### src/rtl/rr_arbiter4_pkg.sv
// Shared definitions for the 4-requester round-robin arbiter: sizes,
// FSM encodings and the rotating-priority pick function.
package rr_arbiter4_pkg;

  localparam int N_REQ = 4;
  localparam int IDX_W = 2;

  localparam logic [0:0] ST_IDLE = 1'b0;
  localparam logic [0:0] ST_BUSY = 1'b1;

  // Returns the first requester found in the order last+1 .. last+4 (mod 4).
  // Searching from lowest priority upward lets the last hit be the winner.
  function automatic logic [IDX_W-1:0] rr_pick(input logic [N_REQ-1:0] req,
                                               input logic [IDX_W-1:0] last);
    logic [IDX_W-1:0] idx;
    logic [IDX_W-1:0] pick;
    pick = last;
    for (int k = N_REQ; k >= 1; k--) begin
      idx = last + IDX_W'(k);
      if (req[idx]) pick = idx;
    end
    return pick;
  endfunction

  function automatic logic [N_REQ-1:0] idx_to_onehot(input logic [IDX_W-1:0] idx);
    logic [N_REQ-1:0] oh;
    oh = '0;
    oh[idx] = 1'b1;
    return oh;
  endfunction

endpackage

### src/rtl/mux4to1.sv
// Combinational 4-to-1 data selector used as the arbiter's shared data path.
module mux4to1 #(
  parameter int WIDTH = 8
) (
  input  logic [1:0]       sel,
  input  logic [WIDTH-1:0] in0,
  input  logic [WIDTH-1:0] in1,
  input  logic [WIDTH-1:0] in2,
  input  logic [WIDTH-1:0] in3,
  output logic [WIDTH-1:0] out
);

  always_comb begin
    out = in0;
    case (sel)
      2'd0: out = in0;
      2'd1: out = in1;
      2'd2: out = in2;
      2'd3: out = in3;
      default: out = in0;
    endcase
  end

endmodule

### src/rtl/rr_arbiter4.sv
// Round-robin arbiter for four requesters with an IDLE/BUSY grant FSM and
// a shared data mux driven by the registered grant index.
module rr_arbiter4
  import rr_arbiter4_pkg::*;
#(
  parameter int WIDTH = 8
) (
  input  logic             clock_i,
  input  logic             reset_i,
  input  logic [3:0]       req_i,
  input  logic [WIDTH-1:0] data0_i,
  input  logic [WIDTH-1:0] data1_i,
  input  logic [WIDTH-1:0] data2_i,
  input  logic [WIDTH-1:0] data3_i,
  input  logic             ack_i,
  output logic [3:0]       gnt_o,
  output logic [3:0]       done_o,
  output logic [1:0]       select_o,
  output logic             valid_o,
  output logic [WIDTH-1:0] data_o,
  output logic [0:0]       state_o
);

  // Handshake: data_o is offered while valid_o=1; a transfer completes in a
  // cycle with valid_o=1 and ack_i=1. ack_i with valid_o=0 has no effect.

  logic [0:0]       state;
  logic [IDX_W-1:0] last;
  logic [IDX_W-1:0] winner;
  logic             xfer;

  assign winner = rr_pick(req_i, last);
  assign xfer   = valid_o & ack_i;

  always_ff @(posedge clock_i or posedge reset_i) begin
    if (reset_i) begin
      state    <= ST_IDLE;
      last     <= 2'd3;
      gnt_o    <= '0;
      select_o <= '0;
      valid_o  <= 1'b0;
    end else begin
      case (state)
        ST_IDLE: begin
          if (req_i != '0) begin
            state    <= ST_BUSY;
            select_o <= winner;
            gnt_o    <= idx_to_onehot(winner);
            valid_o  <= 1'b1;
          end
        end
        ST_BUSY: begin
          // Grant is frozen until the downstream accepts; req_i is ignored.
          if (ack_i) begin
            state   <= ST_IDLE;
            last    <= select_o;
            gnt_o   <= '0;
            valid_o <= 1'b0;
          end
        end
        default: begin
          state   <= ST_IDLE;
          gnt_o   <= '0;
          valid_o <= 1'b0;
        end
      endcase
    end
  end

  assign done_o  = gnt_o & {4{xfer}};
  assign state_o = state;

  mux4to1 #(.WIDTH(WIDTH)) u_data_mux (
    .sel (select_o),
    .in0 (data0_i),
    .in1 (data1_i),
    .in2 (data2_i),
    .in3 (data3_i),
    .out (data_o)
  );

endmodule

### config.mk
export PLATFORM = sky130hd
export DESIGN_NAME = rr_arbiter4
export DESIGN_NICKNAME = d
export VERILOG_FILES = /design/src/rtl/rr_arbiter4_pkg.sv /design/src/rtl/mux4to1.sv /design/src/rtl/rr_arbiter4.sv
export SDC_FILE = /design/constraint.sdc
export NUM_CORES = 1
export LEC_CHECK = 0
export CORE_AREA = 4 4 48 60
export DETAILED_ROUTE_END_ITERATION = 12
export DIE_AREA = 0 0 52 64
export HOLD_SLACK_MARGIN = 0.1
export PLACE_DENSITY_LB_ADDON = 0.12
export REMOVE_ABC_BUFFERS = 1
export SKIP_CTS_REPAIR_TIMING = 1
export SYNTH_ARGS = -nofsm -noshare
export SYNTH_HDL_FRONTEND = slang
export SYNTH_HIERARCHICAL = 1
export SYNTH_SLANG_ARGS = --single-unit
### constraint.sdc
create_clock -name clock_i -period 1.9 [get_ports clock_i]
set_clock_uncertainty 0.15 [all_clocks]
set_input_delay 0.38 -clock clock_i [delete_from_list [all_inputs] [get_ports clock_i]]
set_output_delay 0.38 -clock clock_i [all_outputs]
set_load 0.02 [all_outputs]
==> After elaboration in Yosys (flattened, before gate mapping) <==
Index checks and enable logic that the tools add are counted.
{ "classes": {"addsub": 3, "order_cmp": 5, "n_eq_ne": 5, "muxes": 21, "n_bitwise": 3, "n_reduce_logical": 6} }
{ "op_table": {"columns": ["cell", "n"], "rows": [
  ["case mux 8 bit (4 select lines)", 1],
  ["< comparator 2 x 3 -> 1 bit (second input constant)", 4],
  ["2-to-1 mux 1 bit", 8],
  ["2-to-1 mux 4 bit", 2],
  ["case mux 4 bit (2 select lines)", 1],
  ["binary-select mux 1 bit (select 2 bit)", 3],
  ["2-to-1 mux 2 bit", 3],
  ["AND reduction 2 bit", 3],
  ["adder 2 bit (second input constant)", 2],
  ["bitwise AND 4 bit", 1],
  ["equality test 2 bit (second input constant)", 2],
  ["inequality test 2 bit (second input constant)", 2],
  ["case mux 1 bit (2 select lines)", 2],
  ["nonzero test 4 bit", 1],
  ["adder 2 x 1 -> 2 bit (second input constant)", 1],
  ["demux 1 bit (select 2 bit)", 1],
  ["equality test 2 x 1 -> 1 bit (second input constant)", 1],
  [">= comparator 2 x 1 -> 1 bit (second input constant)", 1],
  ["logical NOT 2 bit", 1],
  ["bitwise AND 1 bit", 1],
  ["logical AND 1 bit", 1],
  ["inverter 1 bit", 1]
]} }
{ "word_totals": {"register_bits": 10, "input_bits": 39, "output_inout_bits": 20, "elab_cells": 48} }

==> Longest topological paths before layout <==
Gate-level depths: netlist of run 1.
{ "logic_depth": {"depth_word": 12, "depth_mapped": 5, "depth_no_buf": 4} }

==> By module <==
Netlist of run 1, hierarchy kept.
{ "modules_own_cells": {"columns": ["module", "n_inst", "cells_each", "area_per_inst_um2", "seq_area_each_um2"], "rows": [
  ["rr_arbiter4", 1, 47, 514.2, 252.7],
  ["mux4to1", 1, 10, 196.4, 0.0]
]} }

==> Least setup slack after synthesis of run 1 <==
OpenSTA, ideal clock, no wires.
{ "synth_path": {"path_type": "register to output", "startpoint": "register select_o[0]", "endpoint": "output data_o[0]", "arrival_ns": 1.240, "slack_ns": 0.130, "stages_incl_launch_ff": 3, "n_path_buf": 1, "cell_sequence": "dfrtp_1 buf_6 mux4_2"} }
{ "synth_via": {"elab_chain_len": 2, "word_cells_on_any_way": 5, "cone_classes": "eq/ne (3); mux (1); reduce/logical (1)"} }
{ "synth_lines": {"columns": ["element", "line_no", "text"], "rows": [
  ["from (decl)", "rr_arbiter4.sv:18", "output logic [1:0] select_o,"],
  ["from (signal assigned)", "rr_arbiter4.sv:47", "select_o <= winner;"],
  ["equality test 2 bit (tied with other cells)", "mux4to1.sv:15", "case (sel)"],
  ["case mux 8 bit (4 select lines) *", "mux4to1.sv:15", null],
  ["to (decl)", "rr_arbiter4.sv:20", "output logic [WIDTH-1:0] data_o,"]
]} }
Mark *: on every way between the ends. The rest lies on a longest branch, timed or not.

==> Worst setup path after layout of run 1 <==
{ "layout_path": {"startpoint": "register select_o[0]", "endpoint": "output data_o[2]"} }
The elaborated chain is that of the path after synthesis.

==> impl_metrics.csv, run 1 <==
group,metric,value,unit
die,die_width,52,microns
power_and_ir_drop,vdd_drop_max,692,uV
route,met3_length,245,microns
place,place_congestion,0.723,
sta,drv_slew,0,
sta,fin_crit,2.01,ns
global_route,grt_first_pass_wirelength,3.46,mm
status,violations,"setup timing",
yosys,synth.avg_cell_area,12.5,sq um
power_and_ir_drop,power.clock.fraction,11.4,%
route,route.top_layer_used,"met4",
sta,setup_ws,-0.113,ns
die,pin_count,59,
die,fp-row-count,20,
route,drt_iter0_markers,12,
clocking,clock-root-buffer,"clkbuf_4",
hold_path,hp-class,"in -> async",
global_route,antenna_found_initial,0,
global_route,gr-total-overflow,0,
power_and_ir_drop,power,1.65,mW
clocking,htreeDepth,1,
route,viasPerCell,4.98,
worst_setup_path,r2r_slack,0.15,ns
finish,final_cell_mix,"clkdlybuf4s50_1, buf_4, mux4_2, buf_6, dfrtp_1",
route,routedWlPerCell,14.9,microns
route,met1_length,961,microns
clocking,tritoncts,"done",
worst_setup_path,worstPathArrival,1.48,ns
sta,setup_viol,8,
sta,tightest_slew,0.392,ns
route,route.final.wire_length,2.35,mm
power_and_ir_drop,seq_power_share,25.1,%
worst_setup_path,r2r_cells,4,
power_and_ir_drop,swShare,36.7,%
route,antenna_left,0,
sta,finalCritPeriodShare,106,%
worst_setup_path,end_kind,"primary output",
die,initial_utilization,29.9,%
sta,hold_viol_final,0,
finish,antenna_cells,0,
yosys,ys_warn_count,6,
place,io_buffers,58,
finish,synthToLayoutAreaGrowth,102,%
route,first_pass_iters,4,
route,dr_wl_met2,1.12,mm
power_and_ir_drop,p_int,1.05,mW
power_and_ir_drop,p_leak,0.657,nW
worst_setup_path,critPathMaxFanout,5,
sta,timing.fmax,497,MHz
sta,rsz0062_at_grt,"yes",
worst_setup_path,regToRegEndpoint,"gnt_o[1]$_DFFE_PP0P_",
finish,drive_gt1_share,32.8,%
worst_setup_path,r2r_start,"last[1]$_DFFE_PP1P_",
die,coreArea,2380,sq um
global_route,grt_max_degree,11,
yosys,synth_area,711,sq um
route,num_vias,787,
place,dp_hpwl,1.89,mm
finish,postLayoutCoreUtil,60.4,%
die,die_y,64,microns
status,status,"complete, but fails checks",
yosys,ys_seq_area_share,35.6,%
yosys,ys_ff_latch,10,
clocking,clkTransAtPathRegs,0.06,ns
clocking,cts_max_path_buffers,2,
place,place_area,1370,sq um
power_and_ir_drop,power_frac_comb,63.6,%
clocking,clk_latency,0.27,ns
finish,stdcell_area,1440,sq um
die,dieArea,3330,sq um
clocking,numClockSinks,10,
finish,layout_commonest_cell,"clkdlybuf4s50_1",
yosys,synth_cell_types,25,
worst_setup_path,critical_path_required,1.37,ns
power_and_ir_drop,switching_power,0.607,mW
clocking,numCtsBuffers,3,
yosys,syn_inst,57,
global_route,groute.usage.overall,13.4,%
sta,maxSlewHeadroom,73.7,%
power_and_ir_drop,p_per_area,1150,nW/um^2
worst_setup_path,startpoint_type,"flip-flop",
worst_setup_path,crit_type,"reg -> out",
flow_run,cap_violations,0,
global_route,grt_pass1_vias,821,
finish,nets,165,
route,drc,0,
cells in the mapped netlist:
library cell	number	area share, %
dfrtp_1	8	28
mux4_2	8	25
a32o_1	4	5.6
and3_1	4	3.5
nand2_1	4	2.1
buf_6	3	4.8
nand2b_1	3	2.6
dfstp_2	2	7.4
mux2_2	2	3.2
mux2i_1	2	2.8
nor2_1	2	1.1
nor3_1	2	1.4
a21o_1	1	1.1
a21o_2	1	1.2
a21oi_1	1	0.70
a31oi_1	1	0.88
and3b_1	1	1.2
clkbuf_2	1	0.70
inv_1	1	0.53
nand3b_1	1	1.1
nor2b_2	1	1.2
nor4_1	1	0.88
o21ai_0	1	0.70
or2_1	1	0.88
or3_1	1	0.88
metrics by stage:
stage	cells	hold WS [ns]	worst slack [ns]	setup TNS [ns]
6_report	158	0.236	-0.113	-0.824
5_1_grt	158	0.262	-0.171	-1.25
4_1_cts	157	0.246	-0.511	-5.63
3_5_place_dp	153	0.362	-0.425	-5.19
3_3_place_gp	153	0.348	-0.412	-5.09
2_1_floorplan	53	0.0687	0.00504	0
final cells by class:
cell class	instances	area, sq um
Fill cell	224	941
Multi-Input combinational cell	42	415
Timing Repair Buffer	68	684
Tap cell	33	41.3
Clock buffer	4	36.3
Sequential cell	10	255
Inverter	1	3.75
registers in the layout, summed over array words and instances, names as in the netlist:
name / cells
state_o: 1
select_o: 2
last: 2
gnt_o: 4
valid_o: 1
critical path, stage by stage (launching register included):
cell and delay (ns):
dfrtp_2 0.42, buf_12 0.14, mux4_2 0.51, buf_6 0.15
cells by family (layout without fill, tap and decap cells):
| kind of cell | after synthesis | in the layout | share of synthesized area (%) |
|---|---|---|---|
| mux | 12 | 12 | 31.3 |
| flops | 10 | 10 | 35.6 |
| buf+inv | 5 | 73 | 5.98 |
| simple gates | 21 | 21 | 16.9 |
| compound gates | 9 | 9 | 10.2 |
metal layers:
| metal | global-route usage [%] | vias up |
|---|---|---|
| li1 | - | 360 |
| met2 | 23.1 | 40 |
| met4 | 4.92 | 0 |
| met5 | 0 | - |
| met1 | 15.7 | 382 |
| met3 | 2.80 | 5 |
worst max path at each step:
stage	startpoint	to	slack, ns	cells past startpoint
floorplan	select_o[0]$_DFFE_PP0P_	data_o[0]	0.005	1
global placement	data3_i[4]	data_o[4]	-0.41	3
detailed placement	data3_i[0]	data_o[0]	-0.42	3
CTS	select_o[0]$_DFFE_PP0P_	data_o[6]	-0.51	3
global route	select_o[0]$_DFFE_PP0P_	data_o[2]	-0.17	3
finish	select_o[0]$_DFFE_PP0P_	data_o[2]	-0.11	3
power by group through the flow:
stage,sequential (mW),clock (mW),combinational [mW]
5_1_grt,0.434,0.202,1.11
6_report,0.415,0.188,1.05
4_1_cts,0.406,0.193,1.02
2_1_floorplan,0.477,0,0.433
3_3_place_gp,0.403,0,1.00
3_5_place_dp,0.410,0,1.01
Note: power is estimated with default switching activity, not from simulation.
==> inputs of run 2 (changes only) <==
Settings changed: CORE_AREA 4 4 48 60 to 4 4 43 55, DIE_AREA 0 0 52 64 to 0 0 47 59, DONT_BUFFER_PORTS set to 1.
==> impl_metrics.csv, run 2 (same netlist as run 1, synthesis figures left out) <==
group,metric,value,unit
finish,nets,103,
die,coreArea,1890,sq um
sta,timing.fmax,510,MHz
worst_setup_path,crit_type,"reg -> out",
route,drt_iter0_markers,4,
sta,maxSlewHeadroom,73.0,%
worst_setup_path,critical_path_required,1.37,ns
place,place_congestion,0.710,
status,violations,"setup timing",
clocking,numCtsBuffers,3,
die,dieArea,2770,sq um
sta,hold-worst-slack,0.152,ns
finish,top_regs,"gnt_o x4, last x2, select_o x2",
finish,synthToLayoutAreaGrowth,14.6,%
status,status,"complete, but fails checks",
global_route,grt_pass1_vias,513,
finish,antenna_cells,0,
sta,rsz0062_at_grt,"yes",
sta,setup_ws,-0.0607,ns
clocking,clkTransAtPathRegs,0.07,ns
die,die_width,47,microns
sta,tightest_slew,0.405,ns
route,first_pass_iters,3,
finish,largest_reg_flops,4,
die,die_y,59,microns
clocking,clk_latency,0.27,ns
global_route,antenna_found_initial,0,
finish,top_register,"gnt_o",
global_route,gr-total-overflow,0,
sta,setup_viol,8,
finish,layout_commonest_cell,"mux4_2",
clocking,tritoncts,"done",
worst_setup_path,worstPathArrival,1.43,ns
finish,final_cell_mix,"mux4_2, dfrtp_1, nand2_1, a32o_1, and3_1",
finish,drive_gt1_share,36.5,%
power_and_ir_drop,vdd_drop_max,650,uV
global_route,groute.usage.overall,12.5,%
clocking,clock-root-buffer,"clkbuf_4",
die,initial_utilization,37.6,%
route,route.final.wire_length,1.71,mm
global_route,grt_max_degree,12,
sta,hold_viol_final,0,
route,num_vias,529,
finish,postLayoutCoreUtil,43.1,%
sta,fin_crit,1.96,ns
worst_setup_path,end_kind,"primary output",
global_route,grt_first_pass_wirelength,2.38,mm
worst_setup_path,startpoint_type,"flip-flop",
power_and_ir_drop,p_per_area,1570,nW/um^2
die,pin_count,59,
hold_path,hp-class,"in -> reg",
clocking,cts_max_path_buffers,2,
route,drc,0,
power_and_ir_drop,p_leak,0.346,nW
place,io_buffers,0,
sta,finalCritPeriodShare,103,%
route,viasPerCell,6.37,
flow_run,cap_violations,0,
sta,drv_slew,0,
place,dp_hpwl,1.39,mm
clocking,numClockSinks,10,
worst_setup_path,critPathMaxFanout,6,
die,fp-row-count,18,
clocking,htreeDepth,1,
route,routedWlPerCell,20.6,microns
route,antenna_left,0,
-- run 2: final timing paths --
check                                   startpoint                       to  slack, ns  cells after the start
setup / recovery           select_o[0]$_DFFE_PP0P_                data_o[6]      -0.06                      2
hold / removal                            req_i[1]        state_o$_DFF_PP0_       0.15                      2
setup reg to reg               last[1]$_DFFE_PP1P_     gnt_o[3]$_DFFE_PP0P_       0.20                      4
hold reg to reg            select_o[0]$_DFFE_PP0P_  select_o[0]$_DFFE_PP0P_       0.43                      2
max in group asynchronous                  reset_i      last[0]$_DFFE_PP1P_       0.91                      2
min in group asynchronous                  reset_i     gnt_o[2]$_DFFE_PP0P_       0.38                      2
-- run 2: cell type report --
cell class,instances,area (sq um)
Clock buffer,4,36.3
Fill cell,192,1080
Inverter,1,3.75
Multi-Input combinational cell,42,415
Sequential cell,10,254
Tap cell,20,25.0
Timing Repair Buffer,6,80.1
-- run 2: critical path, stage by stage, from the launching register on --
cell and delay, ns:
dfrtp_2 0.42, buf_12 0.15, mux4_2 0.58
-- run 2: metrics by stage --
step	area (sq um)	setup TNS (ns)	std cells	worst slack, ns	power (mW)
2_1_floorplan	672	0	53	0.00504	0.910
3_3_place_gp	732	0	76	0.228	1.04
3_5_place_dp	732	0	76	0.214	1.05
4_1_cts	768	-0.559	80	-0.0812	1.24
5_1_grt	815	-0.851	83	-0.114	1.37
6_report	815	-0.396	83	-0.0607	1.28
-- run 2: where the power goes --
part           switching, mW  internal (mW)  total [mW]
Sequential             0.156          0.303       0.459
Clock                 0.0787          0.116       0.195
Combinational          0.298          0.326       0.624
-- run 2: metal layers --
metal / GRT usage [%] / vias to the layer above / wire length, microns
li1: - / 238 / -
met1: 14.6 / 239 / 533
met2: 19.8 / 47 / 898
met3: 4.56 / 5 / 241
met4: 5.93 / 0 / 32
met5: 0 / - / 0
